===== src/rtl/event_arbiter_if.sv =====
// Record-stream bundle between NUM_SRC event sources, the arbiter and the single log sink.
// master = arbiter side (drives src_ready and the evt_* stream); slave = environment side.
interface event_arbiter_if #(
  parameter int NUM_SRC   = 4,
  parameter int PAYLOAD_W = 32,
  parameter int TS_W      = 32,
  parameter int SRC_W     = (NUM_SRC > 1) ? $clog2(NUM_SRC) : 1
) ();
  logic [NUM_SRC-1:0]           src_valid;
  logic [NUM_SRC-1:0]           src_ready;
  logic [3*NUM_SRC-1:0]         src_level;
  logic [PAYLOAD_W*NUM_SRC-1:0] src_payload;
  logic                         evt_valid;
  logic                         evt_ready;
  logic [SRC_W-1:0]             evt_src;
  logic [2:0]                   evt_level;
  logic [PAYLOAD_W-1:0]         evt_payload;
  logic [TS_W-1:0]              evt_time;

  modport master (
    input  src_valid, src_level, src_payload, evt_ready,
    output src_ready, evt_valid, evt_src, evt_level, evt_payload, evt_time
  );

  modport slave (
    output src_valid, src_level, src_payload, evt_ready,
    input  src_ready, evt_valid, evt_src, evt_level, evt_payload, evt_time
  );
endinterface


===== src/rtl/event_arbiter.sv =====
// Round-robin serialiser of per-source event records onto one log stream; capture->present in 2 edges,
// evt_* held stable under evt_ready=0, src_ready=~held. EVENT_ARBITER_LEVEL_FILTER_EN adds min_level drop filter.
module event_arbiter #(
  parameter int NUM_SRC   = 4,
  parameter int PAYLOAD_W = 32,
  parameter int TS_W      = 32,
  parameter int SRC_W     = (NUM_SRC > 1) ? $clog2(NUM_SRC) : 1
) (
  input  logic            clk,
  input  logic            rst,
  event_arbiter_if.master bus,
  output logic [15:0]     err_count,
  output logic            fatal
`ifdef EVENT_ARBITER_LEVEL_FILTER_EN
  ,
  input  logic [2:0]      min_level,
  output logic [15:0]     drop_count
`endif
);

  typedef enum logic {ST_IDLE, ST_PRESENT} state_t;

  state_t               state_q, state_d;
  logic [TS_W-1:0]      ts_q, ts_d;
  logic [NUM_SRC-1:0]   held_q, held_d;
  logic [SRC_W-1:0]     rr_q, rr_d;
  logic [2:0]           hold_level_q   [NUM_SRC];
  logic [2:0]           hold_level_d   [NUM_SRC];
  logic [PAYLOAD_W-1:0] hold_payload_q [NUM_SRC];
  logic [PAYLOAD_W-1:0] hold_payload_d [NUM_SRC];
  logic [TS_W-1:0]      hold_time_q    [NUM_SRC];
  logic [TS_W-1:0]      hold_time_d    [NUM_SRC];

  logic                 evt_valid_q, evt_valid_d;
  logic [SRC_W-1:0]     evt_src_q, evt_src_d;
  logic [2:0]           evt_level_q, evt_level_d;
  logic [PAYLOAD_W-1:0] evt_payload_q, evt_payload_d;
  logic [TS_W-1:0]      evt_time_q, evt_time_d;
  logic [15:0]          err_count_q, err_count_d;
  logic                 fatal_q, fatal_d;

  logic                 win_vld;
  logic [SRC_W-1:0]     win_idx;
  logic                 load;
  logic                 hs;

`ifdef EVENT_ARBITER_LEVEL_FILTER_EN
  logic [15:0]          drop_count_q, drop_count_d;
  logic [4:0]           drop_inc;
  logic [16:0]          drop_sum;
`endif

  // Round-robin search over the registered held[] vector, starting just after the last winner.
  always_comb begin : arb_c
    int cand;
    cand    = 0;
    win_vld = 1'b0;
    win_idx = '0;
    for (int k = 1; k <= NUM_SRC; k++) begin
      cand = int'(rr_q) + k;
      if (cand >= NUM_SRC) cand = cand - NUM_SRC;
      if (!win_vld && held_q[cand]) begin
        win_vld = 1'b1;
        win_idx = SRC_W'(cand);
      end
    end
  end

  assign hs   = evt_valid_q && bus.evt_ready;
  assign load = win_vld && (!evt_valid_q || bus.evt_ready);

  always_comb begin : capture_c
    logic [2:0] lvl;
    lvl    = '0;
    held_d = held_q;
    for (int i = 0; i < NUM_SRC; i++) begin
      hold_level_d[i]   = hold_level_q[i];
      hold_payload_d[i] = hold_payload_q[i];
      hold_time_d[i]    = hold_time_q[i];
    end
`ifdef EVENT_ARBITER_LEVEL_FILTER_EN
    drop_inc = '0;
`endif
    for (int i = 0; i < NUM_SRC; i++) begin
      lvl = bus.src_level[3*i +: 3];
      if (bus.src_valid[i] && !held_q[i]) begin
`ifdef EVENT_ARBITER_LEVEL_FILTER_EN
        if (lvl < min_level) begin
          drop_inc = drop_inc + 5'd1;
        end else begin
`else
        begin
`endif
          held_d[i]         = 1'b1;
          hold_level_d[i]   = (lvl > 3'd5) ? 3'd4 : lvl;
          hold_payload_d[i] = bus.src_payload[PAYLOAD_W*i +: PAYLOAD_W];
          hold_time_d[i]    = ts_q;
        end
      end
    end
    // A capture needs !held_q and a load needs held_q, so the two never touch the same bit.
    if (load) held_d[win_idx] = 1'b0;
  end

  always_comb begin : out_c
    state_d       = state_q;
    rr_d          = rr_q;
    evt_src_d     = evt_src_q;
    evt_level_d   = evt_level_q;
    evt_payload_d = evt_payload_q;
    evt_time_d    = evt_time_q;
    case (state_q)
      ST_IDLE:    if (win_vld) state_d = ST_PRESENT;
      ST_PRESENT: if (hs) state_d = win_vld ? ST_PRESENT : ST_IDLE;
      default:    state_d = ST_IDLE;
    endcase
    if (load) begin
      rr_d          = win_idx;
      evt_src_d     = win_idx;
      evt_level_d   = hold_level_q[win_idx];
      evt_payload_d = hold_payload_q[win_idx];
      evt_time_d    = hold_time_q[win_idx];
    end
    evt_valid_d = (state_d == ST_PRESENT);
  end

  always_comb begin : status_c
    ts_d        = ts_q + TS_W'(1);
    err_count_d = err_count_q;
    if (hs && (evt_level_q >= 3'd4) && (err_count_q != 16'hFFFF))
      err_count_d = err_count_q + 16'd1;
    fatal_d = fatal_q | (hs && (evt_level_q == 3'd5));
`ifdef EVENT_ARBITER_LEVEL_FILTER_EN
    drop_sum     = {1'b0, drop_count_q} + {12'd0, drop_inc};
    drop_count_d = drop_sum[16] ? 16'hFFFF : drop_sum[15:0];
`endif
  end

  always_ff @(posedge clk) begin
    if (rst) begin
      state_q       <= ST_IDLE;
      ts_q          <= '0;
      held_q        <= '0;
      rr_q          <= SRC_W'(NUM_SRC - 1);
      for (int i = 0; i < NUM_SRC; i++) begin
        hold_level_q[i]   <= '0;
        hold_payload_q[i] <= '0;
        hold_time_q[i]    <= '0;
      end
      evt_valid_q   <= 1'b0;
      evt_src_q     <= '0;
      evt_level_q   <= '0;
      evt_payload_q <= '0;
      evt_time_q    <= '0;
      err_count_q   <= '0;
      fatal_q       <= 1'b0;
`ifdef EVENT_ARBITER_LEVEL_FILTER_EN
      drop_count_q  <= '0;
`endif
    end else begin
      state_q       <= state_d;
      ts_q          <= ts_d;
      held_q        <= held_d;
      rr_q          <= rr_d;
      for (int i = 0; i < NUM_SRC; i++) begin
        hold_level_q[i]   <= hold_level_d[i];
        hold_payload_q[i] <= hold_payload_d[i];
        hold_time_q[i]    <= hold_time_d[i];
      end
      evt_valid_q   <= evt_valid_d;
      evt_src_q     <= evt_src_d;
      evt_level_q   <= evt_level_d;
      evt_payload_q <= evt_payload_d;
      evt_time_q    <= evt_time_d;
      err_count_q   <= err_count_d;
      fatal_q       <= fatal_d;
`ifdef EVENT_ARBITER_LEVEL_FILTER_EN
      drop_count_q  <= drop_count_d;
`endif
    end
  end

  assign bus.src_ready   = ~held_q;
  assign bus.evt_valid   = evt_valid_q;
  assign bus.evt_src     = evt_src_q;
  assign bus.evt_level   = evt_level_q;
  assign bus.evt_payload = evt_payload_q;
  assign bus.evt_time    = evt_time_q;
  assign err_count       = err_count_q;
  assign fatal           = fatal_q;
`ifdef EVENT_ARBITER_LEVEL_FILTER_EN
  assign drop_count      = drop_count_q;
`endif

endmodule

===== src/flat_wrapper.sv =====
// flat-port wrapper written by rule: the top's interface ports become plain ports
module event_arbiter_flat 
#(
  parameter int NUM_SRC   = 4,
  parameter int PAYLOAD_W = 32,
  parameter int TS_W      = 32,
  parameter int SRC_W     = (NUM_SRC > 1) ? $clog2(NUM_SRC) : 1
)
  (clk, rst, err_count, fatal, bus_src_valid, bus_src_level, bus_src_payload, bus_evt_ready, bus_src_ready, bus_evt_valid, bus_evt_src, bus_evt_level, bus_evt_payload, bus_evt_time);
  event_arbiter_if #(.NUM_SRC(NUM_SRC), .PAYLOAD_W(PAYLOAD_W), .TS_W(TS_W), .SRC_W(SRC_W)) bus_i ();
  input  logic clk;
  input  logic rst;
  output logic [15:0] err_count;
  output logic fatal;
  input wire logic [$bits(bus_i.src_valid)-1:0] bus_src_valid;
  input wire logic [$bits(bus_i.src_level)-1:0] bus_src_level;
  input wire logic [$bits(bus_i.src_payload)-1:0] bus_src_payload;
  input wire logic [$bits(bus_i.evt_ready)-1:0] bus_evt_ready;
  output wire logic [$bits(bus_i.src_ready)-1:0] bus_src_ready;
  output wire logic [$bits(bus_i.evt_valid)-1:0] bus_evt_valid;
  output wire logic [$bits(bus_i.evt_src)-1:0] bus_evt_src;
  output wire logic [$bits(bus_i.evt_level)-1:0] bus_evt_level;
  output wire logic [$bits(bus_i.evt_payload)-1:0] bus_evt_payload;
  output wire logic [$bits(bus_i.evt_time)-1:0] bus_evt_time;
  assign bus_i.src_valid = bus_src_valid;
  assign bus_i.src_level = bus_src_level;
  assign bus_i.src_payload = bus_src_payload;
  assign bus_i.evt_ready = bus_evt_ready;
  assign bus_src_ready = bus_i.src_ready;
  assign bus_evt_valid = bus_i.evt_valid;
  assign bus_evt_src = bus_i.evt_src;
  assign bus_evt_level = bus_i.evt_level;
  assign bus_evt_payload = bus_i.evt_payload;
  assign bus_evt_time = bus_i.evt_time;
  event_arbiter #(.NUM_SRC(NUM_SRC), .PAYLOAD_W(PAYLOAD_W), .TS_W(TS_W), .SRC_W(SRC_W)) u_core (.clk(clk), .rst(rst), .bus(bus_i), .err_count(err_count), .fatal(fatal));
endmodule

===== config.mk =====
export PLATFORM = sky130hd
export DESIGN_NAME = event_arbiter_flat
export DESIGN_NICKNAME = d
export VERILOG_FILES = /design/src/rtl/event_arbiter_if.sv /design/src/rtl/event_arbiter.sv /design/src/flat_wrapper.sv
export SDC_FILE = /design/constraint.sdc
export NUM_CORES = 1
export LEC_CHECK = 0
export BUFFER_PORTS_ARGS = -buffer_cell sky130_fd_sc_hd__buf_2
export CAP_MARGIN = 20
export CORE_MARGIN = 4
export CORE_UTILIZATION = 40
export CTS_BUF_LIST = sky130_fd_sc_hd__clkbuf_4
export DETAILED_ROUTE_END_ITERATION = 10
export PLACE_DENSITY = 0.59
export SYNTH_ARGS = -nofsm -noshare
export SYNTH_HDL_FRONTEND = slang
export SYNTH_SLANG_ARGS = --single-unit

===== constraint.sdc =====
create_clock -name clk -period 3.5 [get_ports clk]
set_input_delay 0.7 -clock clk [delete_from_list [all_inputs] [get_ports clk]]
set_output_delay 0.7 -clock clk [all_outputs]
set_load 0.02 [all_outputs]

==> out/results.md, run 1 <==
| Group | Metric | Reported |
|:---|:---|:---|
| placement | Global placer's final weighted congestion | 0.830 |
| global route | Vias in the first global route | 12,120 |
| pwr | P_leak | 8.40 nW |
| routing | Via density per instance | 5.23 |
| synthesis | Number of synthesized register bits | 393 |
| synthesis | Most instantiated flip-flop cell in the synthesis netlist | sky130_fd_sc_hd__edfxtp_1 |
| synthesis | Cell area after synthesis | 16,800 um2 |
| synthesis | Area share of the leading cell type in the synthesized netlist | 47.8% |
| finish | Layout overhead on the synthesized area | 19.3% |
| synthesis | Yosys Warn Count | 0 |
| worst setup path | Arrival @ worst endpoint | 3.15 ns |
| timing | Sum of negative setup slack | 0 ns |
| pwr | Sequential power share | 44.1% |
| clock tree | Clock-pin slew on the worst setup and hold paths | 0.07 ns |
| clock tree | Inserted Clock Buffers | 106 |
| global route | Wire length of the first global-routing pass | 69,300 um |
| floorplan | Row cnt | 74 |
| pwr | Combinational cell fraction of total power | 23.9% |
| pwr | Net Switching | 4.31 mW |
| clock tree | Post-cts hold buffer count | 0 |
| global route | Initial antenna violation count | 3 |
| clock tree | CTS Root Buffer Type | sky130_fd_sc_hd__clkbuf_4 |
| finish | Leading cell type in the layout, fill and taps excluded | sky130_fd_sc_hd__edfxtp_1 |
| timing | Final setup violation count | 0 |
| worst setup path | CP Max Fanout | 19 |
| placement | Buffers on Ports | 237 |
| routing | Final wirelength | 45,600 um |
| timing | Final cycle utilization of the critical path | 72.3% |
| floorplan | Die span in y | 213 um |
| worst setup path | Critical path endpoint category | register |
| clock tree | Post-CTS Setup Bufs | 0 |
| routing | Residual DRC count | 0 |
| timing | Unrepaired setup endpoints after global routing | no |
| synthesis | Distinct cells, synth | 52 |
| routing | First-pass DRT Iterations | 5 |
| clock tree | Number of buffers on the longest clock path | 3 |
| synthesis | Cell taking the most area after synthesis | sky130_fd_sc_hd__edfxtp_1 |
| floorplan | Initial core utilization | 40.9% |
| pwr | Relative contribution of the clock network to total power | 32.0% |
| global route | Overall fraction of global-route tracks in use | 19.9% |
| global route | Maximum number of pins on one net before global-route repair | 63 |
| placement | HPWL reported at the end of detailed placement | 28,500 um |
| pwr | Internal power contribution | 9.08 mW |
| floorplan | Full die area | 45,400 um2 |
| routing | Via count | 11,581 |
| status | Run status | finished clean |
| pwr | Switching fraction of total power | 32.2% |
| floorplan | Placeable core area | 41,200 um2 |
| finish | FF/Latch Area | 10,600 um2 |
| worst setup path | Type of origin of the critical path | register |
| timing | Post-route clock skew | 0.0720 ns |
| timing | Peak Freq | 0.395 GHz |
| synthesis | Mean post-synth cell area | 12.9 um2 |
| clock tree | Number of H-tree branching levels | 3 |
| routing | Residual antenna-violating net count after detailed routing | 0 |
| timing | Shortest clock period the worst path allows after layout | 2.53 ns |
| global route | Gr ovfl total | 0 |
| hold path | Worst min-delay path category | in -> reg |
| clock tree | PostCTS Resize Cnt | 0 |
| synthesis | Post-synth net total | 1,457 |
| finish | Highest-count cells in the layout ignoring fill and taps | sky130_fd_sc_hd__edfxtp_1 (268), sky130_fd_sc_hd__and2_1 (260), sky130_fd_sc_hd__buf_2 (236) |
| finish | Layout cells sized above 1 | 28.4% |
| timing | Number of pins exceeding their max-slew limit in the final report | 0 |
| finish | Final core area utilization | 48.7% |
| worst setup path | Crit path required time | 4.12 ns |
| routing | Final routed wire length divided by cell count | 20.6 um |
| synthesis | Seq/Total Area, Yosys | 62.7% |
| synthesis | Leading post-synthesis cells by cell area | sky130_fd_sc_hd__edfxtp_1 (48%), sky130_fd_sc_hd__dfxtp_1 (15%), sky130_fd_sc_hd__and2_1 (9.7%), sky130_fd_sc_hd__mux2i_1 (7.0%), sky130_fd_sc_hd__a221oi_1 (3.0%) |
| clock tree | TritonCTS sink count | 393 |
| floorplan | Horizontal extent of the die | 213 um |
| synthesis | Post-synth EDFFs | 268 |
| floorplan | Ports placed on the boundary | 238 |
| clock tree | Clock insertion delay at the later pin of the skew report | 0.81 ns |
| pwr | Maximum ir drop on the vdd rail | 0.395 mV |
| finish | Nets | 1,739 |
| finish | # fillers | 3,720 |
| finish | Footprint of the multi-input gates | 5830 um2 |
| timing | Max transition margin | 40.6% |
| worst setup path | Type of the worst setup path | reg -> reg |
| timing | Measured slew at the worst slew-check pin | 0.891 ns |
| synthesis | Share of synthesized flip-flops with an asynchronous set or reset | 0% |
| synthesis | Cells after Synth | 1,308 |
| routing | Iteration-0 DRC count of the detailed router | 759 |
| timing | Number of endpoints with negative hold slack in the final report | 0 |
| flow run | Max Cap Violations | 0 |
| pwr | Total power divided by cell area | 667 nW/um2 |
| clock tree | Clock tree from TritonCTS | built |
==> path summary, 6_finish.rpt <==
check	cells past startpoint	slack, ns	end	start
worst max-delay path	5	0.97	u_core.bus.evt_time[29]	u_core.held_q[3]
worst min-delay path	2	0.15	u_core.hold_payload_q[2][16]	bus_src_payload[80]
worst max register to register	5	0.97	u_core.bus.evt_time[29]	u_core.held_q[3]
worst min register to register	2	0.46	u_core.bus.evt_src[1]	u_core.bus.evt_src[1]
==> cells by family (layout without fill, tap and decap cells) <==
| logic type | count (synthesis) | after routing | share of synthesized area (%) |
|---|---|---|---|
| muxes | 121 | 121 | 7.22 |
| other | 0 | 2 | 0 |
| xor gates and xnor gates | 34 | 34 | 1.77 |
| DFF | 393 | 393 | 62.7 |
| buffers and inverters | 103 | 475 | 3.16 |
| adders and majority gates | 2 | 2 | 0.149 |
| AOI/OAI and AO/OA | 186 | 186 | 8.82 |
| and+or+nand+nor | 469 | 469 | 16.2 |
==> final cells by class <==
| type | count | area share (%) |
|---|---|---|
| well taps | 532 | 3.32 |
| multi-input cells | 812 | 29.1 |
| inverters | 12 | 0.224 |
| clock buffers | 171 | 6.40 |
| clock inverters | 27 | 0.860 |
| flip-flops and latches | 393 | 52.6 |
| diodes | 2 | 0.0249 |
| repair buffers | 265 | 7.55 |
==> cell usage after synthesis (3+ instances only) <==
library cell,count
sky130_fd_sc_hd__a211oi_1,22
sky130_fd_sc_hd__a21oi_1,13
sky130_fd_sc_hd__a221oi_1,58
sky130_fd_sc_hd__a221oi_2,8
sky130_fd_sc_hd__a31oi_1,3
sky130_fd_sc_hd__and2_1,261
sky130_fd_sc_hd__and3_1,11
sky130_fd_sc_hd__and4_1,3
sky130_fd_sc_hd__buf_1,4
sky130_fd_sc_hd__buf_12,4
sky130_fd_sc_hd__buf_2,13
sky130_fd_sc_hd__buf_6,6
sky130_fd_sc_hd__clkbuf_1,61
sky130_fd_sc_hd__dfxtp_1,125
sky130_fd_sc_hd__edfxtp_1,268
sky130_fd_sc_hd__inv_1,12
sky130_fd_sc_hd__mux2_1,3
sky130_fd_sc_hd__mux2i_1,118
sky130_fd_sc_hd__nand2_1,33
sky130_fd_sc_hd__nand2b_1,5
sky130_fd_sc_hd__nand3_1,14
sky130_fd_sc_hd__nand4_1,12
sky130_fd_sc_hd__nor2_1,59
sky130_fd_sc_hd__nor2b_1,7
sky130_fd_sc_hd__nor3_1,25
sky130_fd_sc_hd__nor4_1,12
sky130_fd_sc_hd__nor4_2,3
sky130_fd_sc_hd__nor4b_1,7
sky130_fd_sc_hd__o21ai_0,6
sky130_fd_sc_hd__o21ai_2,3
sky130_fd_sc_hd__o21bai_1,67
sky130_fd_sc_hd__or3_1,7
sky130_fd_sc_hd__xnor2_1,28
sky130_fd_sc_hd__xor2_1,6
==> power by group through the flow <==
stage	sequential (mW)	clock [mW]	combinational [mW]
4_1_cts	5.91	4.41	3.25
6_report	5.90	4.28	3.21
5_1_grt	5.96	4.67	3.45
2_1_floorplan	6.26	0	1.88
3_3_place_gp	5.99	0	3.21
3_5_place_dp	6.01	0	3.24
==> metal layers <==
layer / part of all wire (%) / global-route usage, % / wire [um] / vias up
met5: 0 / 0 / 0 / -
met3: 6.2 / 4.38 / 2810 / 74
met4: 2.2 / 6.82 / 1010 / 0
met2: 47 / 32.7 / 21500 / 348
li1: - / - / - / 5442
met1: 44 / 26.3 / 20200 / 5717
==> through the flow <==
| step | setup slack (ns) | hold WS, ns | total power [mW] | instance area, um2 | instances |
|---|---|---|---|---|---|
| after floorplan | 0.171 | 0.444 | 8.14 | 16800 | 1308 |
| after global placement | 0.841 | 0.444 | 9.20 | 18600 | 2013 |
| after detailed placement | 0.805 | 0.447 | 9.25 | 18600 | 2013 |
| after CTS | 0.969 | 0.0665 | 13.6 | 20100 | 2211 |
| after global routing | 0.785 | 0.100 | 14.1 | 20100 | 2214 |
| final | 0.968 | 0.153 | 13.4 | 20100 | 2214 |
==> worst max-delay path, cell delays in order, from the launching register on <==
cell	delay, ns
sky130_fd_sc_hd__dfxtp_1	0.37
sky130_fd_sc_hd__o21ai_2	0.73
sky130_fd_sc_hd__nand3_1	0.52
sky130_fd_sc_hd__buf_4	0.35
sky130_fd_sc_hd__a221oi_1	0.32
sky130_fd_sc_hd__a211oi_1	0.09
==> state kept, by name, indices dropped and copies added, names as in the netlist <==
name	count
u_core.held_q	4
u_core.hold_level_q	12
u_core.bus.evt_level	3
u_core.ts_q	32
u_core.hold_payload_q	128
u_core.fatal	1
u_core.hold_time_q	128
u_core.state_q	1
u_core.bus.evt_time	32
u_core.rr_q	2
u_core.bus.evt_src	2
u_core.err_count	16
u_core.bus.evt_payload	32
(Power assumes the default switching activity.)
==> run 2, diff against run 1 <==
--- a/config.mk
+++ b/config.mk
@@ -11,7 +11,7 @@
 export CORE_UTILIZATION = 40
 export CTS_BUF_LIST = sky130_fd_sc_hd__clkbuf_4
 export DETAILED_ROUTE_END_ITERATION = 10
-export PLACE_DENSITY = 0.59
+export PLACE_DENSITY = 0.57
 export SYNTH_ARGS = -nofsm -noshare
 export SYNTH_HDL_FRONTEND = slang
 export SYNTH_SLANG_ARGS = --single-unit
==> constraint.sdc (replaced) <==
create_clock -name clk -period 2.41 [get_ports clk]
set_input_delay 0.482 -clock clk [delete_from_list [all_inputs] [get_ports clk]]
set_output_delay 0.482 -clock clk [all_outputs]
set_load 0.02 [all_outputs]
==> run 2 against run 1 <==
Largest cell class unchanged. Flip-flop and latch count unchanged. Critical endpoint is now u_core.ts_q[28]. Non-clock buffer count is 163 higher. Clock power grew 44%. Combinational power up 57%. Maximum frequency rose by 16%. Sequential share of layout area fell by 4.0 points.
==> out/results.md, run 2 (synthesized netlist as in run 1, its figures left out) <==
| Group | Metric | Reported | Change |
|:---|:---|:---|:---|
| placement | Global placer's final weighted congestion | 0.826 | -0.51% |
| worst setup path | Ordered list of cells on the worst path | and4_1 -> buf_4 -> nand4_2 -> nor4_1 -> xnor2_1 -> nor2_1 |  |
| hold path | Worst min-delay path category | in -> reg |  |
| clock tree | Number of H-tree branching levels | 3 | unchanged |
| placement | HPWL reported at the end of detailed placement | 29,200 um | +2.5% |
| worst setup path | CP Max Fanout | 10 | -9 |
| placement | Buffers on Ports | 237 | unchanged |
| global route | Wire length of the first global-routing pass | 73,500 um | +6.1% |
| timing | Number of endpoints with negative hold slack in the final report | 0 | unchanged |
| finish | Number of standard cells in the layout, taps in and fillers out | 2,377 | +7.4% |
| worst setup path | Type of the worst setup path | reg -> reg |  |
| timing | Number of pins exceeding their max-slew limit in the final report | 0 | unchanged |
| timing | Setup slack of the critical path after layout | 0.231 ns | -0.737 ns |
| timing | Final setup violation count | 0 | unchanged |
| worst setup path | Max incr delay on CP | 0.58 ns | -0.15 ns |
| finish | Final core area utilization | 52.7% | +4.0 points |
| timing | Post-route clock skew | 0.0299 ns | -0.0421 ns |
| floorplan | Row cnt | 74 | unchanged |
| timing | Measured slew at the worst slew-check pin | 0.729 ns | -0.162 ns |
| clock tree | Inserted Clock Buffers | 106 | unchanged |
| flow run | Max Cap Violations | 0 | unchanged |
| worst setup path | Critical path's slowest cell | sky130_fd_sc_hd__nor4_1 |  |
| floorplan | Full die area | 45,400 um2 | unchanged |
| finish | Leading cell type in the layout, fill and taps excluded | sky130_fd_sc_hd__edfxtp_1 |  |
| clock tree | Number of buffers on the longest clock path | 3 | unchanged |
| routing | Residual antenna-violating net count after detailed routing | 0 | unchanged |
| floorplan | Placeable core area | 41,200 um2 | unchanged |
| global route | Initial antenna violation count | 1 | -2 |
| clock tree | Clock tree from TritonCTS | built |  |
| pwr | P_leak | 9.14 nW | +8.8% |
| worst setup path | Type of origin of the critical path | register |  |
| finish | Layout cells sized above 1 | 27.2% | -1.2 points |
| global route | GR Util met1 | 27.7% | +1.4 points |
| pwr | Total power divided by cell area | 910 nW/um2 | +36% |
| pwr | Total power draw | 19.8 mW | +48% |
| routing | First-pass DRT Iterations | 5 | unchanged |
| routing | Final routed wire length divided by cell count | 20.3 um | -1.4% |
| routing | Iteration-0 DRC count of the detailed router | 762 | +0.40% |
| routing | Final wirelength | 48,200 um | +5.8% |
| routing | Residual DRC count | 0 | unchanged |
| worst setup path | Critical path endpoint category | register |  |
| routing | Via count | 12,191 | +5.3% |
| timing | Sum of negative setup slack | 0 ns | unchanged |
| finish | Nets | 1,902 | +9.4% |
| global route | Met2 routing resource usage after global routing | 35.0% | +2.3 points |
| global route | Vias in the first global route | 12,800 | +5.6% |
| timing | Peak Freq | 0.459 GHz | +16% |
| finish | FF/Latch Area | 10,600 um2 | unchanged |
| global route | Met3 Usage GRT | 4.61% | +0.24 points |
| worst setup path | Crit path required time | 3.03 ns | -1.09 ns |
| routing | Via density per instance | 5.13 | -2.0% |
| placement | Pre-CTS setup slack | 0.288 ns | -0.516 ns |
| clock tree | CTS Root Buffer Type | sky130_fd_sc_hd__clkbuf_4 |  |
| clock tree | Clock insertion delay at the later pin of the skew report | 0.76 ns | -0.05 ns |
| finish | Highest-count cells in the layout ignoring fill and taps | sky130_fd_sc_hd__edfxtp_1 (268), sky130_fd_sc_hd__and2_1 (260), sky130_fd_sc_hd__buf_2 (236) |  |
| timing | Unrepaired setup endpoints after global routing | no |  |
| floorplan | Ports placed on the boundary | 238 | unchanged |
| floorplan | Die span in y | 213 um | unchanged |
| pwr | Maximum ir drop on the vdd rail | 0.485 mV | +23% |
| finish | Footprint of the multi-input gates | 5830 um2 | unchanged |
| placement | Dpl cells | 2,038 | +1.2% |
| global route | Overall fraction of global-route tracks in use | 21.1% | +1.2 points |
| finish | # fillers | 3,524 | -5.3% |
| clock tree | Clock-pin slew on the worst setup and hold paths | 0.06 ns | about the same |
| global route | Global-route layer with the greatest usage | met2 |  |
| clock tree | TritonCTS sink count | 393 | unchanged |
| finish | Layout overhead on the synthesized area | 29.1% |  |
| floorplan | Initial core utilization | 40.9% | unchanged |
| timing | Max transition margin | 51.4% | +11 points |
| floorplan | Horizontal extent of the die | 213 um | unchanged |
| status | Run status | finished clean |  |
| finish | Registers with the highest flip-flop counts | u_core.hold_payload_q x128, u_core.hold_time_q x128 |  |
| global route | Gr ovfl total | 0 | unchanged |
| global route | Maximum number of pins on one net before global-route repair | 68 | +7.9% |
| worst setup path | Arrival @ worst endpoint | 2.80 ns | -0.35 ns |
| timing | Shortest clock period the worst path allows after layout | 2.18 ns | -0.353 ns |
| timing | Final cycle utilization of the critical path | 90.4% | +18 points |
[run 2: critical path: cells and delay by family (launching register included)]
family	cells	cell delay (ns)
and+or+nand+nor	4	1.19
DFF	1	0.50
xor gates and xnor gates	1	0.18
buffers and inverters	1	0.17
[run 2: metrics by stage]
step	hold slack (ns)	cell area, um2
after CTS	0.0398	21700
after global placement	0.456	18900
after detailed placement	0.466	18900
after floorplan	0.444	16800
final	0.129	21700
after global routing	0.0492	21700
[run 2: final timing paths]
check,start,endpoint,slack (ns),cells past startpoint
setup / recovery,u_core.ts_q[3],u_core.ts_q[28],0.23,6
hold / removal,bus_src_level[7],u_core.hold_level_q[2][1],0.13,2
setup reg to reg,u_core.ts_q[3],u_core.ts_q[28],0.23,6
hold reg to reg,u_core.bus.evt_src[1],u_core.bus.evt_src[1],0.48,2
[run 2: timing repair]
item,in CTS,in global routing
endpoints found under the hold margin,142,0
resized for setup,0,0
setup buffers,0,0
hold buffers,139,0
[run 2: area by class of cell]
| cell class | count | area share (%) |
|---|---|---|
| repair buffers | 428 | 14.7 |
| flip-flops and latches | 393 | 48.6 |
| clock inverters | 29 | 0.778 |
| well taps | 532 | 3.06 |
| inverters | 12 | 0.207 |
| diodes | 2 | 0.0230 |
| clock buffers | 169 | 5.84 |
| multi-input cells | 812 | 26.9 |
[run 2: where the power goes]
group / leakage, nW / internal, mW / switching, mW
registers: 3.94 / 8.13 / 0.404
logic: 4.33 / 1.92 / 3.13
clock network: 0.873 / 3.39 / 2.79
total: 9.14 / 13.4 / 6.33
[run 2: routing by layer]
| metal | share of wire, % | vias up |
|---|---|---|
| met4 | 2.3 | 0 |
| met3 | 6.5 | 80 |
| met5 | 0 | - |
| met2 | 48 | 402 |
| met1 | 43 | 5927 |
| li1 | - | 5782 |
==> run 3, diff against run 2 <==
--- a/config.mk
+++ b/config.mk
@@ -12,6 +12,8 @@
 export CTS_BUF_LIST = sky130_fd_sc_hd__clkbuf_4
 export DETAILED_ROUTE_END_ITERATION = 10
 export PLACE_DENSITY = 0.57
+export RECOVER_POWER = 100
+export REMOVE_ABC_BUFFERS = 1
 export SYNTH_ARGS = -nofsm -noshare
 export SYNTH_HDL_FRONTEND = slang
 export SYNTH_SLANG_ARGS = --single-unit
==> run 3 against run 2 <==
Sequential power hardly changed. Clock power is 4.5% lower. Global-route usage is 0.59 points lower. Design area is 2.1% lower.
==> out/results.md, run 3 (synthesized netlist as in run 1, its figures left out) <==
| Group | Metric | Reported | Change |
|:---|:---|:---|:---|
| timing | Worst Hold Slack | 0.118 ns | -0.0117 ns |
| routing | Final wirelength | 46,800 um | -2.9% |
| worst setup path | Top delay family on crit path | simple AND/OR/NAND/NOR gates |  |
| floorplan | Full die area | 45,400 um2 | unchanged |
| routing | Via density per instance | 5.03 | -1.9% |
| routing | Residual DRC count | 0 | unchanged |
| timing | Max transition margin | 16.3% | -35 points |
| timing | Shortest clock period the worst path allows after layout | 2.29 ns | +0.107 ns |
| routing | Via count | 11,882 | -2.5% |
| finish | Final core area utilization | 51.6% | -1.1 points |
| timing | Final setup violation count | 0 | unchanged |
| floorplan | Die span in y | 213 um | unchanged |
| worst setup path | Worst path buffer plus inverter count | 2 | +1 |
| finish | Layout overhead on the synthesized area | 26.3% |  |
| floorplan | Initial core utilization | 40.9% | unchanged |
| clock tree | TritonCTS sink count | 393 | unchanged |
| pwr | P_leak | 8.47 nW | -7.3% |
| floorplan | Ports placed on the boundary | 238 | unchanged |
| pwr | Total power draw | 19.2 mW | -2.8% |
| worst setup path | CP Max Fanout | 25 | +15 |
| clock tree | Inserted Clock Buffers | 102 | -3.8% |
| timing | Measured slew at the worst slew-check pin | 1.26 ns | +0.526 ns |
| clock tree | PostCTS Resize Cnt | 0 | unchanged |
| finish | Layout cells sized above 1 | 19.7% | -7.5 points |
| routing | Residual antenna-violating net count after detailed routing | 0 | unchanged |
| finish | Registers with the highest flip-flop counts | u_core.hold_payload_q x128, u_core.hold_time_q x128 |  |
| pwr | Total power divided by cell area | 904 nW/um2 | -0.73% |
| floorplan | Row cnt | 74 | unchanged |
| clock tree | CTS Root Buffer Type | sky130_fd_sc_hd__clkbuf_4 |  |
| pwr | Maximum ir drop on the vdd rail | 0.480 mV | -1.0% |
| clock tree | Clock tree from TritonCTS | built |  |
| worst setup path | Crit path required time | 2.80 ns | -0.23 ns |
| routing | Final routed wire length divided by cell count | 19.8 um | -2.3% |
| clock tree | Clock insertion delay at the later pin of the skew report | 0.78 ns | +0.02 ns |
| timing | Number of pins exceeding their max-slew limit in the final report | 0 | unchanged |
| timing | Number of endpoints with negative hold slack in the final report | 0 | unchanged |
| global route | Gr ovfl total | 0 | unchanged |
| placement | HPWL reported at the end of detailed placement | 27,400 um | -6.4% |
| timing | Final cycle utilization of the critical path | 94.8% | +4.4 points |
| floorplan | Horizontal extent of the die | 213 um | unchanged |
| timing | Sum of negative setup slack | 0 ns | unchanged |
| global route | Maximum number of pins on one net before global-route repair | 56 | -18% |
| timing | Peak Freq | 0.437 GHz | -4.7% |
| timing | Unrepaired setup endpoints after global routing | no |  |
| finish | Highest-count cells in the layout ignoring fill and taps | sky130_fd_sc_hd__edfxtp_1 (268), sky130_fd_sc_hd__and2_1 (162), sky130_fd_sc_hd__clkbuf_4 (158) |  |
| finish | Leading cell type in the layout, fill and taps excluded | sky130_fd_sc_hd__edfxtp_1 |  |
| routing | First-pass DRT Iterations | 5 | unchanged |
| worst setup path | Ordered list of cells on the worst path | inv_1 -> nand2_1 -> nand2b_2 -> clkbuf_4 |  |
| hold path | Worst min-delay path category | in -> reg |  |
| clock tree | Clock-pin slew on the worst setup and hold paths | 0.06 ns | about the same |
| timing | Post-route clock skew | 0.0427 ns | +0.0128 ns |
| global route | Wire length of the first global-routing pass | 71,700 um | -2.4% |
| worst setup path | Critical path's slowest cell | sky130_fd_sc_hd__clkbuf_4 |  |
| clock tree | Post-CTS Setup Bufs | 0 | unchanged |
| status | Run status | finished clean |  |
| global route | Vias in the first global route | 12,736 | -0.50% |
| clock tree | Number of H-tree branching levels | 3 | unchanged |
| worst setup path | Max incr delay on CP | 0.56 ns | -0.02 ns |
| placement | Dpl cells | 2,026 | -0.59% |
| worst setup path | Critical path endpoint category | register |  |
| finish | Nets | 1,887 | -0.79% |
| routing | Iteration-0 DRC count of the detailed router | 716 | -6.0% |
| worst setup path | Type of origin of the critical path | register |  |
| floorplan | Placeable core area | 41,200 um2 | unchanged |
| global route | Overall fraction of global-route tracks in use | 20.5% | -0.59 points |
| placement | Buffers on Ports | 237 | unchanged |
| global route | Initial antenna violation count | 3 | +2 |
| clock tree | Number of buffers on the longest clock path | 3 | unchanged |
| worst setup path | Arrival @ worst endpoint | 2.68 ns | -0.12 ns |
| worst setup path | Type of the worst setup path | reg -> reg |  |
| placement | Global placer's final weighted congestion | 0.812 | -1.7% |
| finish | Number of standard cells in the layout, taps in and fillers out | 2,362 | -0.63% |
| flow run | Max Cap Violations | 0 | unchanged |
==> run 3: cell count changes in the layout (fill, tap and decap cells not counted), moves of 4 or more <==
cell,previous run,this run
sky130_fd_sc_hd__and2_0,1,99
sky130_fd_sc_hd__and2_1,260,162
sky130_fd_sc_hd__clkbuf_1,0,98
sky130_fd_sc_hd__buf_2,236,145
sky130_fd_sc_hd__buf_4,36,12
sky130_fd_sc_hd__clkinv_1,17,31
sky130_fd_sc_hd__clkbuf_4,169,158
sky130_fd_sc_hd__buf_12,17,12
sky130_fd_sc_hd__clkbuf_2,0,5
sky130_fd_sc_hd__inv_2,4,0
sky130_fd_sc_hd__nand2b_4,4,0
==> run 3: final timing paths <==
check	start	end	slack (ns)	cells past startpoint
max	u_core.held_q[1]	u_core.hold_time_q[1][22]	0.12	4
min	bus_evt_ready	u_core.state_q	0.12	3
max reg2reg	u_core.held_q[1]	u_core.hold_time_q[1][22]	0.12	4
min reg2reg	u_core.fatal	u_core.fatal	0.47	2
==> run 3: power by group <==
group	switching, mW	total [mW]	internal, mW
registers	0.401	8.54	8.14
clock network	2.77	5.90	3.13
logic	3.05	4.78	1.73
total	6.22	19.2	13.0
==> run 3: layer usage <==
| layer | vias up | part of all wire (%) | routed length (um) | global-route usage, % |
|---|---|---|---|---|
| li1 | 5729 | - | - | - |
| met1 | 5774 | 42 | 19600 | 24.6 |
| met2 | 303 | 51 | 24000 | 36.7 |
| met3 | 76 | 4.8 | 2250 | 4.53 |
| met4 | 0 | 2.0 | 945 | 6.64 |
| met5 | - | 0 | 0 | 0 |
==> run 3: final cells by class <==
class                      instances  area [um2]
multi-input combinational        812        5740
tap                              532         666
antenna                            4        10.0
clock buffer                     153        1150
timing repair buffer             417        2890
clock inverter                    39         214
sequential                       393       10600
inverter                          12        45.0
fill                            3663       19900
==> run 3: worst reg2reg max path: stages, from the launching register on <==
cell	delay, ns
sky130_fd_sc_hd__dfxtp_1	0.37
sky130_fd_sc_hd__inv_1	0.14
sky130_fd_sc_hd__nand2_1	0.31
sky130_fd_sc_hd__nand2b_2	0.51
sky130_fd_sc_hd__clkbuf_4	0.58
==> run 3: timing repair <==
item                                    in CTS  in global routing
hold buffers                               140                  0
endpoints found under the hold margin      144                  0
endpoints found under the setup margin       0                  0
==> run 3: per-stage QoR <==
| step | setup WS [ns] | area [um2] |
|---|---|---|
| after detailed placement | 0.194 | 18800 |
| after global routing | 0.0213 | 21300 |
| final | 0.124 | 21300 |
| after floorplan | -3.18 | 16300 |
| after global placement | 0.355 | 18800 |
| after CTS | 0.188 | 21600 |
